===== src/rtl/nib_lane_addsub.sv =====
// Two-stage packed-nibble adder/subtractor: four independent 4-bit lanes with no
// inter-lane carry, valid/ready handshake on both sides and a pipeline flush.
module nib_lane_addsub (
  input  logic        clk,
  input  logic        rst,
  input  logic        in_valid,
  output logic        in_ready,
  input  logic [15:0] a,
  input  logic [15:0] b,
  input  logic        sub,
  input  logic        flush,
  output logic        out_valid,
  input  logic        out_ready,
  output logic [15:0] psum,
  output logic [3:0]  carry1,
  output logic        out_sub
);

  logic        v1;
  logic        v2;
  logic [15:0] s1_a;
  logic [15:0] s1_b;
  logic        s1_sub;
  logic [15:0] s2_psum;
  logic [3:0]  s2_carry;
  logic        s2_sub;

  logic        s2_load;
  logic        accept;
  logic [15:0] lane_sum;
  logic [3:0]  lane_cy;
  logic [4:0]  lane_res;

  always_comb begin
    s2_load  = v1 & (~v2 | out_ready);
    in_ready = ~v1 | s2_load;
    accept   = in_valid & in_ready & ~flush;
  end

  // Subtraction is a + ~b + 1, so the lane carry-out reads as "no borrow".
  always_comb begin
    lane_sum = '0;
    lane_cy  = '0;
    lane_res = '0;
    for (int i = 0; i < 4; i++) begin
      lane_res = {1'b0, s1_a[4*i +: 4]}
               + {1'b0, (s1_sub ? ~s1_b[4*i +: 4] : s1_b[4*i +: 4])}
               + {4'b0000, s1_sub};
      lane_sum[4*i +: 4] = lane_res[3:0];
      lane_cy[i]         = lane_res[4];
    end
  end

  always_ff @(posedge clk) begin
    if (rst) begin
      v1       <= 1'b0;
      v2       <= 1'b0;
      s1_a     <= '0;
      s1_b     <= '0;
      s1_sub   <= 1'b0;
      s2_psum  <= '0;
      s2_carry <= '0;
      s2_sub   <= 1'b0;
    end else begin
      if (flush) begin
        v1 <= 1'b0;
        v2 <= 1'b0;
      end else begin
        v1 <= accept | (v1 & ~s2_load);
        v2 <= s2_load | (v2 & ~out_ready);
      end
      // Data registers are never cleared by flush; the valid bits alone squash.
      if (accept) begin
        s1_a   <= a;
        s1_b   <= b;
        s1_sub <= sub;
      end
      if (s2_load) begin
        s2_psum  <= lane_sum;
        s2_carry <= lane_cy;
        s2_sub   <= s1_sub;
      end
    end
  end

  assign out_valid = v2;
  assign psum      = s2_psum;
  assign carry1    = s2_carry;
  assign out_sub   = s2_sub;

endmodule


===== config.mk =====
export PLATFORM = sky130hd
export DESIGN_NAME = nib_lane_addsub
export DESIGN_NICKNAME = d
export VERILOG_FILES = /design/src/rtl/nib_lane_addsub.sv
export SDC_FILE = /design/constraint.sdc
export NUM_CORES = 1
export LEC_CHECK = 0
export BUFFER_PORTS_ARGS = -buffer_cell sky130_fd_sc_hd__buf_2
export CAP_MARGIN = 15
export CORE_MARGIN = 2
export CORE_UTILIZATION = 45
export CTS_CLUSTER_SIZE = 10
export DETAILED_ROUTE_END_ITERATION = 6
export GPL_TIMING_DRIVEN = 0
export HOLD_SLACK_MARGIN = 0.08
export PLACE_DENSITY_LB_ADDON = 0.15
export SLEW_MARGIN = 20
export SYNTH_ARGS = -nofsm -noshare
export SYNTH_HDL_FRONTEND = slang
export SYNTH_SLANG_ARGS = --single-unit

===== constraint.sdc =====
create_clock -name clk -period 3.77 [get_ports clk]
set_clock_uncertainty 0.1 [all_clocks]
set_input_delay 0.5655 -clock clk [delete_from_list [all_inputs] [get_ports clk]]
set_output_delay 0.5655 -clock clk [all_outputs]
set_load 0.03 [all_outputs]

* Word-level counts from Yosys, hierarchy flattened
Index checks and enable logic that the tools add are counted. W data, S select, Z words.
Word-level totals: ROM bits 0, flip-flop bits (word level) 56, bits in latches 0, memories kept 0, bits in writable memories 0, output and inout bits 23
Operators by class: multiply operators 0, shifts and indexed selects 0, magnitude comparators 0, div/mod/pow operators 0, bitwise logic cells 18, muxes and demuxes 4, add/subtract/negate cells 8, equal/unequal tests 0, reductions and logical operators 1
Operators by type and width (number):
- $add A4 B4 Y5 | 4
- $add A5 B1 Y5 | 4
- $mux W4 | 4
- $not A4 Y4 | 4
- $and A1 B1 Y1 | 5
- $not A1 Y1 | 5
- $or A1 B1 Y1 | 4
- $reduce_or A2 Y1 | 1

* Longest topological paths before layout
depth after elaboration 7, mapped depth 8, depth with buffers taken out 6

* Worst setup path before layout
Ideal clock, no wire load.
path type register to register, start point reg s1_sub, end point reg s2_carry[2] (netlist: carry1[2]), data required time 3.538 ns, clock period less this slack 1.901 ns, arrival time 1.669 ns, setup time 0.132 ns, stages on the path, launching flop included 8, path slack 1.869 ns, path through dfxtp_1 > buf_6 > buf_2 > xor2_1 > fa_1 > a21o_1 > a211oi_1 > nor3_1
On the way: word-level cells in the longest chain between the ends 3
Ends and longest elaborated chain:
- start: declaration | line 23 | logic s1_sub;
- start signal: assignment | line 76 | s1_sub <= sub;
- $mux W4 | line 47 | + {1'b0, (s1_sub ? ~s1_b[4*i +: 4] : s1_b[4*i +: 4])}
- $add A4 B4 Y5 | line 47
- $add A5 B1 Y5 (*) | line 48 | + {4'b0000, s1_sub};
- end signal: assignment | line 80 | s2_carry <= lane_cy;
- end: declaration | line 25 | logic [3:0] s2_carry;
Every way passes the cells marked *; elsewhere a longest branch is shown, timed or not. A chain may end at the register's enable or synchronous reset.

* Worst setup path in the final report
Same ends and word-level chain as after synthesis.

==> out/qor.yml <==
final_layout:
  fin_area_mm2: 0.003172
  post-route-util_pct: 54.21
  nets: 423
  drive_gt1_share_pct: 24.66
  areaGrowthSynthToFinish_pct: 17.80
  diodes: 0
floorplan:
  io_pins: 61
  num_rows: 28
  fp.dieW_um: 81.36
  die_h_um: 81.36
  fp.dieArea_mm2: 0.006619
  core-area_mm2: 0.005851
  initial_utilization_pct: 46.02
yosys:
  synth_async_sr_flop_share_pct: 0
  synth_area_leaders: "dfxtp_1, nand2_1, a21oi_1"
  synthAdderAreaFrac_pct: 9.015
  yosys.area.top_type: "dfxtp_1"
  synth_top_cell_area_share_pct: 41.64
  synth_simple_gate_area_share_pct: 19.56
  synth_compound_area_share_pct: 15.66
  yosys-top-cells-count: "nand2_1, dfxtp_1, a21oi_1"
  synth_cell_types: 33
  ys.flop_type: "dfxtp_1"
  ys_seq_area_share_pct: 41.64
  synthesis.nets: 357
  synth_area_mm2: 0.002693
  syn_inst: 302
  yosysWarnings: 0
  synth-seq-cells: 56
  yosysMostFrequentCell: "nand2_1"
  yosys.area_share.xor_xnor_pct: 6.506
  synth-edff-count: 0
  synth_top_family_by_area: "simple AND/OR/NAND/NOR gates"
  synth.area.mux_share_pct: 2.045
  syn_area_per_cell_um2: 8.916
global_routing:
  grt_pass1_vias: 2005
  antenna_found_initial: 0
  grt_first_pass_wirelength_mm: 9.846
  busiest_layer: "met2"
  grt_overflow: 0
  grt.met2_usage_pct: 30.90
  grt_max_degree: 16
  grt_util_met1_pct: 27.75
  met3_usage_pct: 4.667
  grt_usage_pct: 20.06
job:
  drv_cap: 0
power:
  p_switching_uw: 321.2
  p_seq_share_pct: 54.3
  powerDensity_mw_per_mm2: 369.1
  leakagePower_uw: 0.001398
  netSwitchingFraction_pct: 27.44
  combPwrFrac_pct: 16.8
  intPower_uw: 849.4
  ir_drop_uv: 178.8
  power.share.clock_pct: 28.9
placed_design:
  gp_congestion: 0.7575
  portBuffers: 59
  place_hpwl_mm: 4.610
  placed_area_mm2: 0.003082
timing:
  fmax_mhz: 437.9
  grt_setup_unrepaired: "false"
  period_share_pct: 60.57
  hold_violations: 0
  slew_violations: 0
  tightest_slew_ns: 0.4900
  fin_crit_ns: 2.284
  setup_tns_ns: 0
  relSlewSlack_pct: 67.33
  setup_viol: 0
drt:
  drtIter0Drc: 98
  ant_nets: 0
  routed_wl_mm: 6.174
  num_vias: 2215
  firstDrtPassIters: 4
  avgRoutedWirePerCell_um: 13.91
  drcViolationCount: 0
  avgViaCountPerCell: 4.989
clock_network:
  cts_buffers: 5
  cts_hold_buffers: 0
  post_cts_resized: 0
  clk_latency_ns: 0.31
  clockBufferDepth: 2
  cts.clk_slew.worst_paths_ns: 0.10
  htreeDepth: 2
  clock_sinks: 56
  cts_setup_buffers: 0
  cts_tree: "yes"
  clockRootBuffer: "clkbuf_8"
worst_setup_path:
  crit_required_ns: 3.86
  cpPeakStageDelay_ns: 0.45
  critPathCaptureType: "flip-flop"
  path_cells: "buf_6 -> buf_2 -> xor2_1 -> fa_1 -> a21o_1 -> a211oi_1 -> nor3_1"
  start_kind: "flip-flop"
  critPathKind: "reg -> reg"
  path_max_fanout: 10
  cp_slowest_cell: "fa_1"
  crit_family: "compound AO/OA/AOI/OAI gates"
  cp_num_cells: 7
  r2r_cells: 7
  critical_path_buf_inv_count: 2
  crit_arrival_ns: 2.38
run_status:
  outcome: "complete, no violations"
min_path:
  hold_depth: 2
  min_path_type: "in -> reg"
registers in the layout, summed over array words and instances, names as in the netlist:
signal / cells
psum: 16
out_valid: 1
s1_a: 16
s1_b: 16
out_sub: 1
s1_sub: 1
v1: 1
carry1: 4
stage by stage:
stage,hold slack (ns),cells,power (µW),setup slack (ns)
6_report,0.3441,444,1171,1.486
5_1_grt,0.3370,444,1233,1.396
4_1_cts,0.3419,444,1183,1.477
3_5_place_dp,0.3467,436,847.0,1.489
3_3_place_gp,0.3435,436,844.1,1.532
2_1_floorplan,0.3406,302,783.1,1.869
layer usage:
layer / routed length (µm) / share of wire (%)
met1: 3042 / 49
met2: 2768 / 45
met3: 258 / 4.2
met4: 104 / 1.7
met5: 0 / 0
layout make-up:
type                       count  area, µm²
fill                         594       2679
multi-input combinational    224       1421
sequential                    56       1121
timing repair buffer          59      295.3
buffer                        20      142.6
tap                           75      93.84
clock buffer                   8      90.09
inverter                       2      7.507
cells by family after synthesis:
logic type      Yosys count
compound gates           67
xor+xnor                 20
fa+ha+maj                17
buf+inv                  22
flops                    56
mux                       4
simple gates            116
cell usage in the layout, fill, tap and decap left out, drive strengths merged:
cell and n:
a2111oi 3, a211o 1, a211oi 12, a21o 3
a21oi 43, a311o 3, and2 1, and3b 1
buf 73, clkbuf 14, dfxtp 56, fa 4
ha 13, inv 2, mux2 3, mux2i 1
nand2 78, nand2b 1, nand3 3, nand3b 2
nor2 14, nor2b 2, nor3 6, nor3b 7
nor4b 1, o21ai 2, xnor2 8, xor2 12
path summary, 6_finish.rpt:
check / startpoint / to / slack, ns
hold / removal: flush / out_valid / 0.34
hold reg to reg: out_sub / out_sub / 0.36
setup / recovery: s1_sub / carry1[2] / 1.49
setup reg to reg: s1_sub / carry1[2] / 1.49
power groups by stage:
| stage | combinational [µW] | sequential [µW] | clock, µW |
|---|---|---|---|
| final | 197 | 636 | 338 |
| after global routing | 221 | 639 | 373 |
| after CTS | 198 | 636 | 349 |
| after detailed placement | 197 | 650 | 0 |
| after global placement | 195 | 649 | 0 |
| after floorplan | 118 | 665 | 0 |
Note: power is estimated with default switching activity, not from simulation.
